File: src/rtl/alu_pkg.sv
// Shared ALU definitions: datapath defaults, status-flag bit positions and opcodes.
`default_nettype none

package alu_pkg;

   localparam int WIDTH_DEF = 32;
   localparam int RA_W_DEF  = 5;

   localparam int FLG_Z  = 0;
   localparam int FLG_N  = 1;
   localparam int FLG_V  = 2;
   localparam int FLG_SV = 3;

   typedef enum logic [2:0] {
      OP_ADD = 3'b000,
      OP_SUB = 3'b001,
      OP_AND = 3'b010,
      OP_OR  = 3'b011,
      OP_XOR = 3'b100,
      OP_SLT = 3'b101,
      OP_SLL = 3'b110,
      OP_SRL = 3'b111
   } alu_op_e;

endpackage

`default_nettype wire

File: src/rtl/wb_fifo.sv
// Circular writeback FIFO holding {data, destination} pairs with occupancy tracking.
`default_nettype none

module wb_fifo import alu_pkg::*; #(
   parameter int WIDTH = WIDTH_DEF,
   parameter int RA_W  = RA_W_DEF,
   parameter int DEPTH = 2,
   localparam int PTR_W = $clog2(DEPTH),
   localparam int LVL_W = PTR_W + 1
) (
   input  logic             clk_i,
   input  logic             rst_i,
   input  logic             push_i,
   input  logic             pop_i,
   input  logic [WIDTH-1:0] wdata_i,
   input  logic [RA_W-1:0]  wrd_i,
   output logic [WIDTH-1:0] rdata_o,
   output logic [RA_W-1:0]  rrd_o,
   output logic [LVL_W-1:0] level_o,
   output logic             full_o,
   output logic             empty_o
);

   logic [WIDTH-1:0] data_q [DEPTH];
   logic [RA_W-1:0]  rd_q   [DEPTH];
   logic [PTR_W-1:0] wptr_q, wptr_d;
   logic [PTR_W-1:0] rptr_q, rptr_d;
   logic [LVL_W-1:0] level_q, level_d;
   logic             do_push, do_pop;

   assign full_o  = (level_q == LVL_W'(DEPTH));
   assign empty_o = (level_q == '0);
   assign do_push = push_i && !full_o;
   assign do_pop  = pop_i && !empty_o;

   always_comb begin
      wptr_d  = wptr_q;
      rptr_d  = rptr_q;
      level_d = level_q + LVL_W'(do_push) - LVL_W'(do_pop);
      if (do_push) wptr_d = wptr_q + 1'b1;
      if (do_pop)  rptr_d = rptr_q + 1'b1;
   end

   always_ff @(posedge clk_i or posedge rst_i) begin
      if (rst_i) begin
         wptr_q  <= '0;
         rptr_q  <= '0;
         level_q <= '0;
      end else begin
         wptr_q  <= wptr_d;
         rptr_q  <= rptr_d;
         level_q <= level_d;
      end
   end

   // Storage is not reset; the read port is masked while empty instead.
   always_ff @(posedge clk_i) begin
      if (do_push) begin
         data_q[wptr_q] <= wdata_i;
         rd_q[wptr_q]   <= wrd_i;
      end
   end

   assign rdata_o = empty_o ? '0 : data_q[rptr_q];
   assign rrd_o   = empty_o ? '0 : rd_q[rptr_q];
   assign level_o = level_q;

endmodule

`default_nettype wire

File: src/rtl/alu_wb_buffer.sv
// Buffers ALU results for register-file writeback and maintains status flags
// plus a saturating overflow counter.
`default_nettype none

module alu_wb_buffer import alu_pkg::*; #(
   parameter int WIDTH = WIDTH_DEF,
   parameter int DEPTH = 2,
   parameter int RA_W  = RA_W_DEF,
   parameter int CNT_W = 8
) (
   input  logic                     CLK,
   input  logic                     RST,
   input  logic                     IN_VALID,
   output logic                     IN_READY,
   input  logic [WIDTH-1:0]         O_IN,
   input  logic                     OF_IN,
   input  logic [RA_W-1:0]          RD_IN,
   output logic                     OUT_VALID,
   input  logic                     OUT_READY,
   output logic [WIDTH-1:0]         WB_DATA,
   output logic [RA_W-1:0]          WB_RD,
   output logic [3:0]               FLAGS,
   input  logic                     CLR_SV,
   output logic [CNT_W-1:0]         OV_CNT,
   output logic [$clog2(DEPTH):0]   LEVEL
);

   logic             w_full, w_empty;
   logic             w_accept, w_push, w_pop;
   logic [3:0]       flags_q, flags_d;
   logic [CNT_W-1:0] ov_cnt_q, ov_cnt_d;

   assign IN_READY  = !RST && !w_full;
   assign OUT_VALID = !w_empty;
   assign w_accept  = IN_VALID && IN_READY;
   // Writes to register zero still update status but never occupy a slot.
   assign w_push    = w_accept && (RD_IN != '0);
   assign w_pop     = OUT_VALID && OUT_READY;

   wb_fifo #(
      .WIDTH (WIDTH),
      .RA_W  (RA_W),
      .DEPTH (DEPTH)
   ) u_fifo (
      .clk_i   (CLK),
      .rst_i   (RST),
      .push_i  (w_push),
      .pop_i   (w_pop),
      .wdata_i (O_IN),
      .wrd_i   (RD_IN),
      .rdata_o (WB_DATA),
      .rrd_o   (WB_RD),
      .level_o (LEVEL),
      .full_o  (w_full),
      .empty_o (w_empty)
   );

   // Clear is applied first so a same-cycle overflow wins for SV and counts as 1.
   always_comb begin
      flags_d  = flags_q;
      ov_cnt_d = ov_cnt_q;
      if (CLR_SV) begin
         flags_d[FLG_SV] = 1'b0;
         ov_cnt_d        = '0;
      end
      if (w_accept) begin
         flags_d[FLG_Z] = (O_IN == '0);
         flags_d[FLG_N] = O_IN[WIDTH-1];
         flags_d[FLG_V] = OF_IN;
         if (OF_IN) begin
            flags_d[FLG_SV] = 1'b1;
            if (ov_cnt_d != '1) ov_cnt_d = ov_cnt_d + 1'b1;
         end
      end
   end

   always_ff @(posedge CLK or posedge RST) begin
      if (RST) begin
         flags_q  <= '0;
         ov_cnt_q <= '0;
      end else begin
         flags_q  <= flags_d;
         ov_cnt_q <= ov_cnt_d;
      end
   end

   assign FLAGS  = flags_q;
   assign OV_CNT = ov_cnt_q;

endmodule

`default_nettype wire

File: config.mk
export PLATFORM = sky130hd
export DESIGN_NAME = alu_wb_buffer
export DESIGN_NICKNAME = d
export VERILOG_FILES = /design/src/rtl/alu_pkg.sv /design/src/rtl/wb_fifo.sv /design/src/rtl/alu_wb_buffer.sv
export SDC_FILE = /design/constraint.sdc
export NUM_CORES = 1
export LEC_CHECK = 0
export ABC_AREA = 1
export CAP_MARGIN = 20
export CORE_ASPECT_RATIO = 0.7
export CORE_UTILIZATION = 48
export CTS_BUF_LIST = sky130_fd_sc_hd__clkbuf_8
export CTS_CLUSTER_DIAMETER = 40
export CTS_CLUSTER_SIZE = 16
export DETAILED_ROUTE_END_ITERATION = 7
export MAX_ROUTING_LAYER = met4
export PLACE_DENSITY = 0.78
export SETUP_SLACK_MARGIN = 0.02
export SYNTH_ARGS = -nofsm -noshare
export SYNTH_HDL_FRONTEND = slang
export SYNTH_HIERARCHICAL = 1
export SYNTH_SLANG_ARGS = --single-unit
File: constraint.sdc
create_clock -name CLK -period 6.5 [get_ports CLK]
set_input_delay 1.625 -clock CLK [delete_from_list [all_inputs] [get_ports CLK]]
set_output_delay 1.625 -clock CLK [all_outputs]
set_load 0.03 [all_outputs]
==> results of run 1 <==
critical path, cell delays in order:
cell and delay (ns):
sky130_fd_sc_hd__clkdlybuf4s50_1 0.47, sky130_fd_sc_hd__nor2_2 0.18, sky130_fd_sc_hd__clkdlybuf4s50_1 0.70
stage by stage:
step,std cells,util (%)
after floorplan,364,-
after global placement,550,62.7
after detailed placement,550,62.7
after CTS,565,64.9
after global routing,565,64.9
final,565,64.9
registers in the layout, summed over array words and instances (netlist names):
register	flops
u_fifo/data_q	64
u_fifo/rd_q	10
u_fifo/wptr_q	1
FLAGS	4
u_fifo/level_o	2
u_fifo/rptr_q	1
OV_CNT	8
placed cells by master (no fill, tap or decap):
cell | synthesis | routed
sky130_fd_sc_hd__a21oi_1 | 17 | 17
sky130_fd_sc_hd__a21oi_2 | 20 | 20
sky130_fd_sc_hd__buf_4 | 6 | 3
sky130_fd_sc_hd__clkbuf_8 | 0 | 9
sky130_fd_sc_hd__clkdlybuf4s50_1 | 0 | 95
sky130_fd_sc_hd__clkinv_4 | 0 | 2
sky130_fd_sc_hd__clkinvlp_4 | 0 | 2
sky130_fd_sc_hd__dfrtp_1 | 16 | 16
sky130_fd_sc_hd__edfxtp_1 | 74 | 74
sky130_fd_sc_hd__ha_1 | 2 | 2
sky130_fd_sc_hd__inv_1 | 32 | 32
sky130_fd_sc_hd__inv_2 | 3 | 3
sky130_fd_sc_hd__inv_6 | 0 | 2
sky130_fd_sc_hd__nand2_1 | 121 | 121
sky130_fd_sc_hd__nand2_2 | 1 | 1
sky130_fd_sc_hd__nand2_4 | 1 | 1
sky130_fd_sc_hd__nand3_1 | 17 | 17
sky130_fd_sc_hd__nand3_2 | 3 | 3
sky130_fd_sc_hd__nand4_1 | 3 | 3
sky130_fd_sc_hd__nand4_4 | 1 | 1
sky130_fd_sc_hd__nor2_1 | 31 | 30
sky130_fd_sc_hd__nor2_2 | 2 | 2
sky130_fd_sc_hd__nor2_4 | 2 | 3
sky130_fd_sc_hd__o21ai_0 | 2 | 2
sky130_fd_sc_hd__o21bai_1 | 2 | 2
sky130_fd_sc_hd__o22ai_1 | 1 | 1
cells by family (layout without fill, tap and decap cells):
logic type / count (synthesis) / count (layout) / share of synthesized area (%)
simple gates: 182 / 182 / 19.7
flops: 90 / 90 / 66.3
buf+inv: 48 / 148 / 5.98
compound gates: 42 / 42 / 7.37
fa+ha+maj: 2 / 2 / 0.633
worst paths after layout:
path,depth (start not counted),slack [ns],end,from
hold reg to reg,2,0.47,FLAGS[2]$_DFFE_PP0P_,FLAGS[2]$_DFFE_PP0P_
setup / recovery,3,1.90,IN_READY,RST
min in group asynchronous,2,1.55,u_fifo/level_o[1]$_DFF_PP0_,RST
max in group asynchronous,2,4.51,OV_CNT[5]$_DFF_PP0_,RST
hold / removal,2,0.47,FLAGS[2]$_DFFE_PP0P_,FLAGS[2]$_DFFE_PP0P_
setup reg to reg,11,3.74,u_fifo/data_q[0][6]$_DFFE_PP_,u_fifo/level_o[0]$_DFF_PP0_
metal layers:
metal / vias up / routed length, um / track usage (%) / part of all wire [%]
met1: 1257 / 3790 / 27.2 / 47
met4: 0 / 38 / 4.93 / 0.47
met3: 2 / 500 / 6.17 / 6.1
met2: 108 / 3820 / 30.5 / 47
met5: - / 0 / - / 0
li1: 1394 / - / - / -
final cells by class:
| type | instances | area (um^2) |
|---|---|---|
| Multi-Input combinational cell | 226 | 1100 |
| Clock inverter | 6 | 50.0 |
| Fill cell | 650 | 2780 |
| Tap cell | 101 | 126 |
| Clock buffer | 9 | 124 |
| Sequential cell | 90 | 2620 |
| Inverter | 35 | 131 |
| Timing Repair Buffer | 98 | 973 |
report_power, final:
| group | leakage (nW) | internal, mW | switching [mW] | total, mW |
|---|---|---|---|---|
| clock | 0.0823 | 0.140 | 0.193 | 0.333 |
| sequential | 0.885 | 0.710 | 0.0262 | 0.737 |
| combinational | 1.03 | 0.377 | 0.671 | 1.05 |
==> flow_metrics.env, run 1 <==
export IMPL_outcome="complete, no violations"
export IMPL_totalWireLength_mm=8.15
export IMPL_postSynthRegisterBits=90
export IMPL_clock_insertion_delay_worst_skew_ns=0.36
export IMPL_vdd_ir_drop_worst_uv=232
export IMPL_antenna_left=0
export IMPL_tritoncts="built"
export IMPL_cts_reportedPaths_clkPinSlew_ns=0.09
export IMPL_vias_in_the_first_global_route=2593
export IMPL_criticalPathCategory="input port to primary output"
export IMPL_route_detailed_vias_per_inst=4.89
export IMPL_post_place_ws_ns=1.89
export IMPL_floorplan_die_height_um=77.9
export IMPL_final_setup_skew_ns=0.00739
export IMPL_first_pass_iters=4
export IMPL_ys_warnings_count=6
export IMPL_core_rowCount=27
export IMPL_cts_root_buf="sky130_fd_sc_hd__clkbuf_8"
export IMPL_setup_tns_final_ns=0
export IMPL_timing_fmax_ghz=0.217
export IMPL_syn_inst=364
export IMPL_max_cap_violations=0
export IMPL_final_min_period_over_clock_period_pct=70.8
export IMPL_synth_flop_cell="sky130_fd_sc_hd__edfxtp_1"
export IMPL_setup_repair_after_global_routing_missed_its_margin="no"
export IMPL_cell_area_after_synthesis_um2=3950
export IMPL_period_needed_ns=4.60
export IMPL_port_buffer_count=95
export IMPL_final_hold_viol_count=0
export IMPL_floorplan_core_area_um2=7910
export IMPL_timing_final_setup_violations=0
export IMPL_post_synth_top_area_fraction_pct=56.2
export IMPL_grt_antenna_before_repair=0
export IMPL_power_density_nw_per_um2=413
export IMPL_post_route_drc=0
export IMPL_postCtsSetupBuffers=0
export IMPL_path_max_fanout=3
export IMPL_post_synth_most_frequent_cells="121 x sky130_fd_sc_hd__nand2_1, 74 x sky130_fd_sc_hd__edfxtp_1, 32 x sky130_fd_sc_hd__inv_1"
export IMPL_cts_root_to_sink_buffers=2
export IMPL_initial_standard_cell_utilization_of_the_core_pct=50.0
export IMPL_post_cts_resize_count=0
export IMPL_synthesis_nets=409
export IMPL_grt_usage_pct=20.3
export IMPL_design_die_area_um2=8610
export IMPL_hold_fix_buffers_cts=0
export IMPL_synth_area_per_cell_um2=10.9
export IMPL_tightestPinTransition_ns=1.10
export IMPL_tritoncts_num_buffers=9
export IMPL_synth_most_common_cell="sky130_fd_sc_hd__nand2_1"
export IMPL_final_nets=505
export IMPL_number_of_synthesized_flops_with_an_enable_pin=74
export IMPL_drt_wirelength_per_cell_um=14.4
export IMPL_worstSetupEndpointType="primary output"
export IMPL_synthDominantAreaCellType="sky130_fd_sc_hd__edfxtp_1"
export IMPL_async_set_or_reset_flop_fraction_in_the_synthesized_netlist_pct=17.8
export IMPL_grt_pass1_wl_mm=12.9
export IMPL_leading_cell_types_by_total_area_after_synthesis="sky130_fd_sc_hd__edfxtp_1 56%, sky130_fd_sc_hd__nand2_1 11%, sky130_fd_sc_hd__dfrtp_1 10%"
export IMPL_grt_ovfl_total=0
export IMPL_postLayoutSetupSlackWorst_ns=1.90
export IMPL_worst_min_delay_path_class="register to register"
export IMPL_post_route_cell_area_um2=5130
export IMPL_max_slew_vio_count=0
export IMPL_dp_hpwl_mm=5.60
export IMPL_worst_endpoint_arrival_ns=2.98
export IMPL_die_x_um=110
export IMPL_placedInstanceArea_um2=4960
export IMPL_timing_slew_headroom_pct=26.3
export IMPL_layout_drive_gt1_share_pct=11.2
export IMPL_grt_max_degree=40
export IMPL_antenna_cells=0
export IMPL_vias=2761
export IMPL_finalPower_mw=2.12
export IMPL_crit_required_ns=4.88
export IMPL_area_growth_syn_to_layout_pct=29.7
export IMPL_crit_path_start_kind="input port"
export IMPL_io_pins=96
export IMPL_gp_congestion=0.866
export IMPL_hold_ws_ns=0.474
export IMPL_power_leakage_nw=2.00
export IMPL_number_of_sinks_driven_by_the_clock_tree=90
export IMPL_first_iter_violations=213
export IMPL_netlist_cell_type_count=23
export IMPL_seq_area_frac_synth_pct=66.3
export IMPL_htree_num_levels=3
(Power assumes the default switching activity.)
==> run 2, diff against run 1 <==
- clock period: 6.5 -> 4.3 ns (I/O delays scaled with it)
==> run 2 against run 1 <==
Effect of this change: clock skew rose by 0.00068 ns; register-to-register slack worse by 2.0 ns; core utilization is 1.0 points higher; final area increased by 1.6%; clock-buffer cell count did not move; wire length is 6.7% higher; sequential power grew 55%; critical path type is now register to primary output.
==> flow_metrics.env, run 2 (synthesis results as in run 1) <==
export IMPL_worst_min_delay_path_class="register to register"
export IMPL_worstSetupEndpointType="primary output"
export IMPL_floorplan_core_area_um2=7910
export IMPL_die_x_um=110
export IMPL_placedInstanceArea_um2=4990
export IMPL_area_growth_syn_to_layout_pct=31.8
export IMPL_path_max_fanout=22
export IMPL_antenna_left=0
export IMPL_setup_tns_final_ns=0
export IMPL_timing_fmax_ghz=0.283
export IMPL_tritoncts_num_buffers=9
export IMPL_largest_register_ffs=64
export IMPL_post_cts_resize_count=0
export IMPL_tritoncts="built"
export IMPL_grt_ovfl_total=0
export IMPL_htree_num_levels=3
export IMPL_worst_endpoint_arrival_ns=2.46
export IMPL_sequential_area_um2=2620
export IMPL_vias=2856
export IMPL_worst_hold_path_cells=2
export IMPL_number_of_sinks_driven_by_the_clock_tree=90
export IMPL_multi_input_comb_area_um2=1100
export IMPL_final_hold_viol_count=0
export IMPL_max_slew_vio_count=0
export IMPL_cts_reportedPaths_clkPinSlew_ns=0.09
export IMPL_crit_required_ns=3.22
export IMPL_most_common_library_cell_in_the_layout_ignoring_fill_and_taps="sky130_fd_sc_hd__nand2_1"
export IMPL_grt_pass1_wl_mm=14.0
export IMPL_crit_path_start_kind="register"
export IMPL_postCtsSetupBuffers=0
export IMPL_period_needed_ns=3.53
export IMPL_layout_common_cells="121 x sky130_fd_sc_hd__nand2_1, 95 x sky130_fd_sc_hd__clkdlybuf4s50_1, 74 x sky130_fd_sc_hd__edfxtp_1"
export IMPL_grt_max_degree=40
export IMPL_postLayoutSetupSlackWorst_ns=0.768
export IMPL_gp_congestion=0.862
export IMPL_vias_in_the_first_global_route=2820
export IMPL_hold_fix_buffers_cts=0
export IMPL_totalWireLength_mm=8.70
export IMPL_core_rowCount=27
export IMPL_r2r_end="u_fifo/data_q[1][26]$_DFFE_PP_"
export IMPL_final_nets=509
export IMPL_post_place_ws_ns=0.788
export IMPL_tightestPinTransition_ns=0.917
export IMPL_first_pass_iters=4
export IMPL_cts_root_to_sink_buffers=2
export IMPL_power_density_nw_per_um2=645
export IMPL_max_cap_violations=0
export IMPL_dp_hpwl_mm=6.04
export IMPL_drt_wirelength_per_cell_um=15.3
export IMPL_final_min_period_over_clock_period_pct=82.1
export IMPL_outcome="complete, no violations"
export IMPL_grt_usage_pct=21.9
export IMPL_floorplan_die_height_um=77.9
export IMPL_grt_antenna_before_repair=0
export IMPL_reg2reg_setup_slack_ns=1.76
export IMPL_timing_hold_worst_start="FLAGS[2]$_DFFE_PP0P_"
export IMPL_route_detailed_vias_per_inst=5.01
export IMPL_io_pins=96
export IMPL_nFillCells=648
export IMPL_setup_repair_after_global_routing_missed_its_margin="no"
export IMPL_post_route_cell_area_um2=5210
export IMPL_layout_drive_gt1_share_pct=12.2
export IMPL_port_buffer_count=95
export IMPL_criticalPathCategory="register to primary output"
export IMPL_initial_standard_cell_utilization_of_the_core_pct=50.0
export IMPL_final_setup_skew_ns=0.00807
export IMPL_antenna_cells=0
export IMPL_cts_root_buf="sky130_fd_sc_hd__clkbuf_8"
export IMPL_timing_slew_headroom_pct=38.9
export IMPL_top_register="u_fifo/data_q"
export IMPL_r2r_worst_path_cells=11
export IMPL_power_leakage_nw=2.05
export IMPL_hold_path_endpoint="FLAGS[2]$_DFFE_PP0P_"
export IMPL_design_die_area_um2=8610
export IMPL_timing_final_setup_violations=0
export IMPL_vdd_ir_drop_worst_uv=361
export IMPL_first_iter_violations=174
export IMPL_clock_insertion_delay_worst_skew_ns=0.36
export IMPL_post_route_drc=0
export IMPL_worst_r2r_startpoint="u_fifo/level_o[0]$_DFF_PP0_"
[run 2: worst max-delay path, stage by stage, from the launching register on]
cell                              delay, ns
sky130_fd_sc_hd__dfrtp_1               0.74
sky130_fd_sc_hd__buf_4                 0.36
sky130_fd_sc_hd__nand2_1               0.09
sky130_fd_sc_hd__a21oi_1               0.18
sky130_fd_sc_hd__clkdlybuf4s50_1       0.73
[run 2: metrics by stage]
step                hold WS, ns  util, %  total power, mW  instances
finish                    0.488     65.9             3.36        570
floorplan                 0.442        -             2.17        364
global route              0.516     65.9             3.52        570
detailed placement        0.470     63.1             2.74        554
CTS                       0.489     65.9             3.39        570
global placement          0.455     63.1             2.72        554
[run 2: cell type report]
type | count | share of cell area, %
Multi-Input combinational cell | 226 | 21.2
Inverter | 35 | 2.52
Clock buffer | 9 | 2.38
Tap cell | 101 | 2.42
Timing Repair Buffer | 102 | 19.3
Sequential cell | 90 | 50.3
Clock inverter | 7 | 1.94
[run 2: worst max-delay path by stage]
stage,startpoint,to,slack [ns],cells past startpoint
floorplan,RST,u_fifo/data_q[1][0]$_DFFE_PP_,0.33,7
global placement,RST,IN_READY,0.80,3
detailed placement,RST,IN_READY,0.79,3
CTS,u_fifo/rptr_q$_DFFE_PP0P_,WB_RD[4],0.74,4
global route,u_fifo/rptr_q$_DFFE_PP0P_,WB_DATA[26],0.61,4
finish,u_fifo/rptr_q$_DFFE_PP0P_,WB_RD[4],0.77,4
[run 2: per-layer routing]
metal	GRT usage (%)	up-vias	part of all wire, %
met3	6.25	7	4.7
met2	33.4	83	48
met5	-	-	0
met4	6.13	0	1.0
met1	28.8	1367	46
li1	-	1399	-
[run 2: power breakdown]
group	internal, mW	switching (mW)	total, mW
combinational	0.581	1.00	1.58
clock	0.333	0.308	0.641
sequential	1.07	0.0639	1.14
total	1.99	1.37	3.36
==> run 3, diff against run 2 <==
- clock period: 4.3 -> 3.45 ns (I/O delays scaled with it)
==> run 3 against run 2 <==
Effect of this change: non-clock buffer count increased by 1; die area did not move; largest cell class unchanged; via count grew 0.88%; worst setup slack lost 0.39 ns; largest power group unchanged; core utilization fell by 0.13 points; clock skew up 0.0010 ns; sequential power increased by 22%; critical endpoint is now IN_READY; sequential cell count unchanged; critical path depth shrank 1; final area is 0.19% lower.
==> flow_metrics.env, run 3 (synthesis results as in run 1) <==
export IMPL_post_route_drc=0
export IMPL_first_iter_violations=141
export IMPL_final_hold_viol_count=0
export IMPL_crit_path_start_kind="input port"
export IMPL_timing_hold_worst_start="u_fifo/wptr_q$_DFFE_PP0P_"
export IMPL_grt_ovfl_total=0
export IMPL_setup_tns_final_ns=0
export IMPL_cts_root_to_sink_buffers=2
export IMPL_timing_final_setup_violations=0
export IMPL_layout_common_cells="121 x sky130_fd_sc_hd__nand2_1, 94 x sky130_fd_sc_hd__clkdlybuf4s50_1, 74 x sky130_fd_sc_hd__edfxtp_1"
export IMPL_hold_fix_buffers_cts=0
export IMPL_grt_pass1_wl_mm=13.3
export IMPL_placedInstanceArea_um2=5000
export IMPL_tritoncts="built"
export IMPL_final_min_period_over_clock_period_pct=89.1
export IMPL_multi_input_comb_area_um2=1100
export IMPL_setup_repair_after_global_routing_missed_its_margin="no"
export IMPL_final_nets=510
export IMPL_power_share_combinational_pct=49.4
export IMPL_timing_fmax_ghz=0.325
export IMPL_worst_endpoint_arrival_ns=2.21
export IMPL_max_cap_violations=0
export IMPL_antenna_cells=0
export IMPL_most_common_library_cell_in_the_layout_ignoring_fill_and_taps="sky130_fd_sc_hd__nand2_1"
export IMPL_dp_hpwl_mm=5.93
export IMPL_post_route_cell_area_um2=5200
export IMPL_floorplan_core_area_um2=7910
export IMPL_timing_slew_headroom_pct=67.7
export IMPL_grt_usage_pct=20.6
export IMPL_core_rowCount=27
export IMPL_area_growth_syn_to_layout_pct=31.6
export IMPL_die_x_um=110
export IMPL_worst_min_delay_path_class="register to register"
export IMPL_port_buffer_count=95
export IMPL_antenna_left=0
export IMPL_initial_standard_cell_utilization_of_the_core_pct=50.0
export IMPL_layout_drive_gt1_share_pct=12.6
export IMPL_htree_num_levels=3
export IMPL_io_pins=96
export IMPL_switching_share_pct=42.3
export IMPL_power_share_clock_pct=16.7
export IMPL_finalCoreUtilization_pct=65.8
export IMPL_cts_reportedPaths_clkPinSlew_ns=0.09
export IMPL_clock_insertion_delay_worst_skew_ns=0.36
export IMPL_tritoncts_num_buffers=9
export IMPL_power_density_nw_per_um2=788
export IMPL_drt_wirelength_per_cell_um=14.7
export IMPL_sequential_area_um2=2620
export IMPL_largest_register_ffs=64
export IMPL_power_leakage_nw=2.04
export IMPL_period_needed_ns=3.08
export IMPL_criticalPathCategory="input port to primary output"
export IMPL_postCtsSetupBuffers=0
export IMPL_seq_power_share_pct=33.9
export IMPL_vdd_ir_drop_worst_uv=409
export IMPL_totalWireLength_mm=8.38
export IMPL_outcome="complete, no violations"
export IMPL_final_setup_skew_ns=0.00911
export IMPL_vias_in_the_first_global_route=2739
export IMPL_critPathLaunch="RST"
export IMPL_power_report_internal_total_mw=2.36
export IMPL_path_max_fanout=3
export IMPL_route_detailed_vias_per_inst=5.05
export IMPL_top_register="u_fifo/data_q"
export IMPL_vias=2881
export IMPL_number_of_sinks_driven_by_the_clock_tree=90
export IMPL_floorplan_die_height_um=77.9
export IMPL_grt_max_degree=39
export IMPL_p_sw_mw=1.73
export IMPL_first_pass_iters=4
export IMPL_worstSetupEndpointType="primary output"
export IMPL_nFillCells=656
export IMPL_design_die_area_um2=8610
export IMPL_tightestPinTransition_ns=0.485
export IMPL_post_cts_resize_count=0
export IMPL_cts_root_buf="sky130_fd_sc_hd__clkbuf_8"
export IMPL_max_slew_vio_count=0
export IMPL_crit_required_ns=2.59
export IMPL_gp_congestion=0.883
export IMPL_grt_antenna_before_repair=0
export IMPL_worst_r2r_startpoint="u_fifo/level_o[0]$_DFF_PP0_"
-- run 3: final cells by class --
| cell class | instances | area share, % |
|---|---|---|
| Clock buffer | 9 | 2.38 |
| Clock inverter | 7 | 1.42 |
| Inverter | 35 | 2.53 |
| Multi-Input combinational cell | 226 | 21.2 |
| Sequential cell | 90 | 50.4 |
| Tap cell | 101 | 2.43 |
| Timing Repair Buffer | 103 | 19.6 |
-- run 3: power by group through the flow --
stage	Sequential, mW	Combinational [mW]	Clock (mW)
global placement	1.41	2.01	0
detailed placement	1.41	2.04	0
CTS	1.39	2.04	0.702
global route	1.40	2.14	0.744
finish	1.39	2.02	0.686
floorplan	1.46	1.25	0
-- run 3: worst max-delay path: stages --
cell and delay (ns):
sky130_fd_sc_hd__clkdlybuf4s50_1 0.46, sky130_fd_sc_hd__nor2_2 0.19, sky130_fd_sc_hd__clkdlybuf4s50_1 0.70
-- run 3: final timing paths --
check / to / slack [ns] / cells after the start
setup / recovery: IN_READY / 0.37 / 3
hold / removal: u_fifo/wptr_q$_DFFE_PP0P_ / 0.49 / 2
setup reg to reg: u_fifo/level_o[1]$_DFF_PP0_ / 1.12 / 14
hold reg to reg: u_fifo/wptr_q$_DFFE_PP0P_ / 0.49 / 2
max in group asynchronous: OV_CNT[7]$_DFF_PP0_ / 2.20 / 2
min in group asynchronous: u_fifo/level_o[0]$_DFF_PP0_ / 0.79 / 2
-- run 3: per-layer routing --
layer / vias up / share of wire, % / GRT usage, %
met4: 0 / 0.73 / 6.40
li1: 1408 / - / -
met1: 1381 / 46 / 27.3
met2: 87 / 48 / 32.4
met3: 5 / 5.1 / 4.22
met5: - / 0 / -
-- run 3: per-stage QoR --
stage               total power [mW]  hold WS, ns  std cells  setup slack (ns)
floorplan                       2.71        0.442        364             0.303
finish                          4.10        0.487        571             0.375
global placement                3.42        0.457        555             0.374
CTS                             4.13        0.490        571             0.354
global route                    4.29        0.508        571             0.273
detailed placement              3.45        0.468        555             0.367
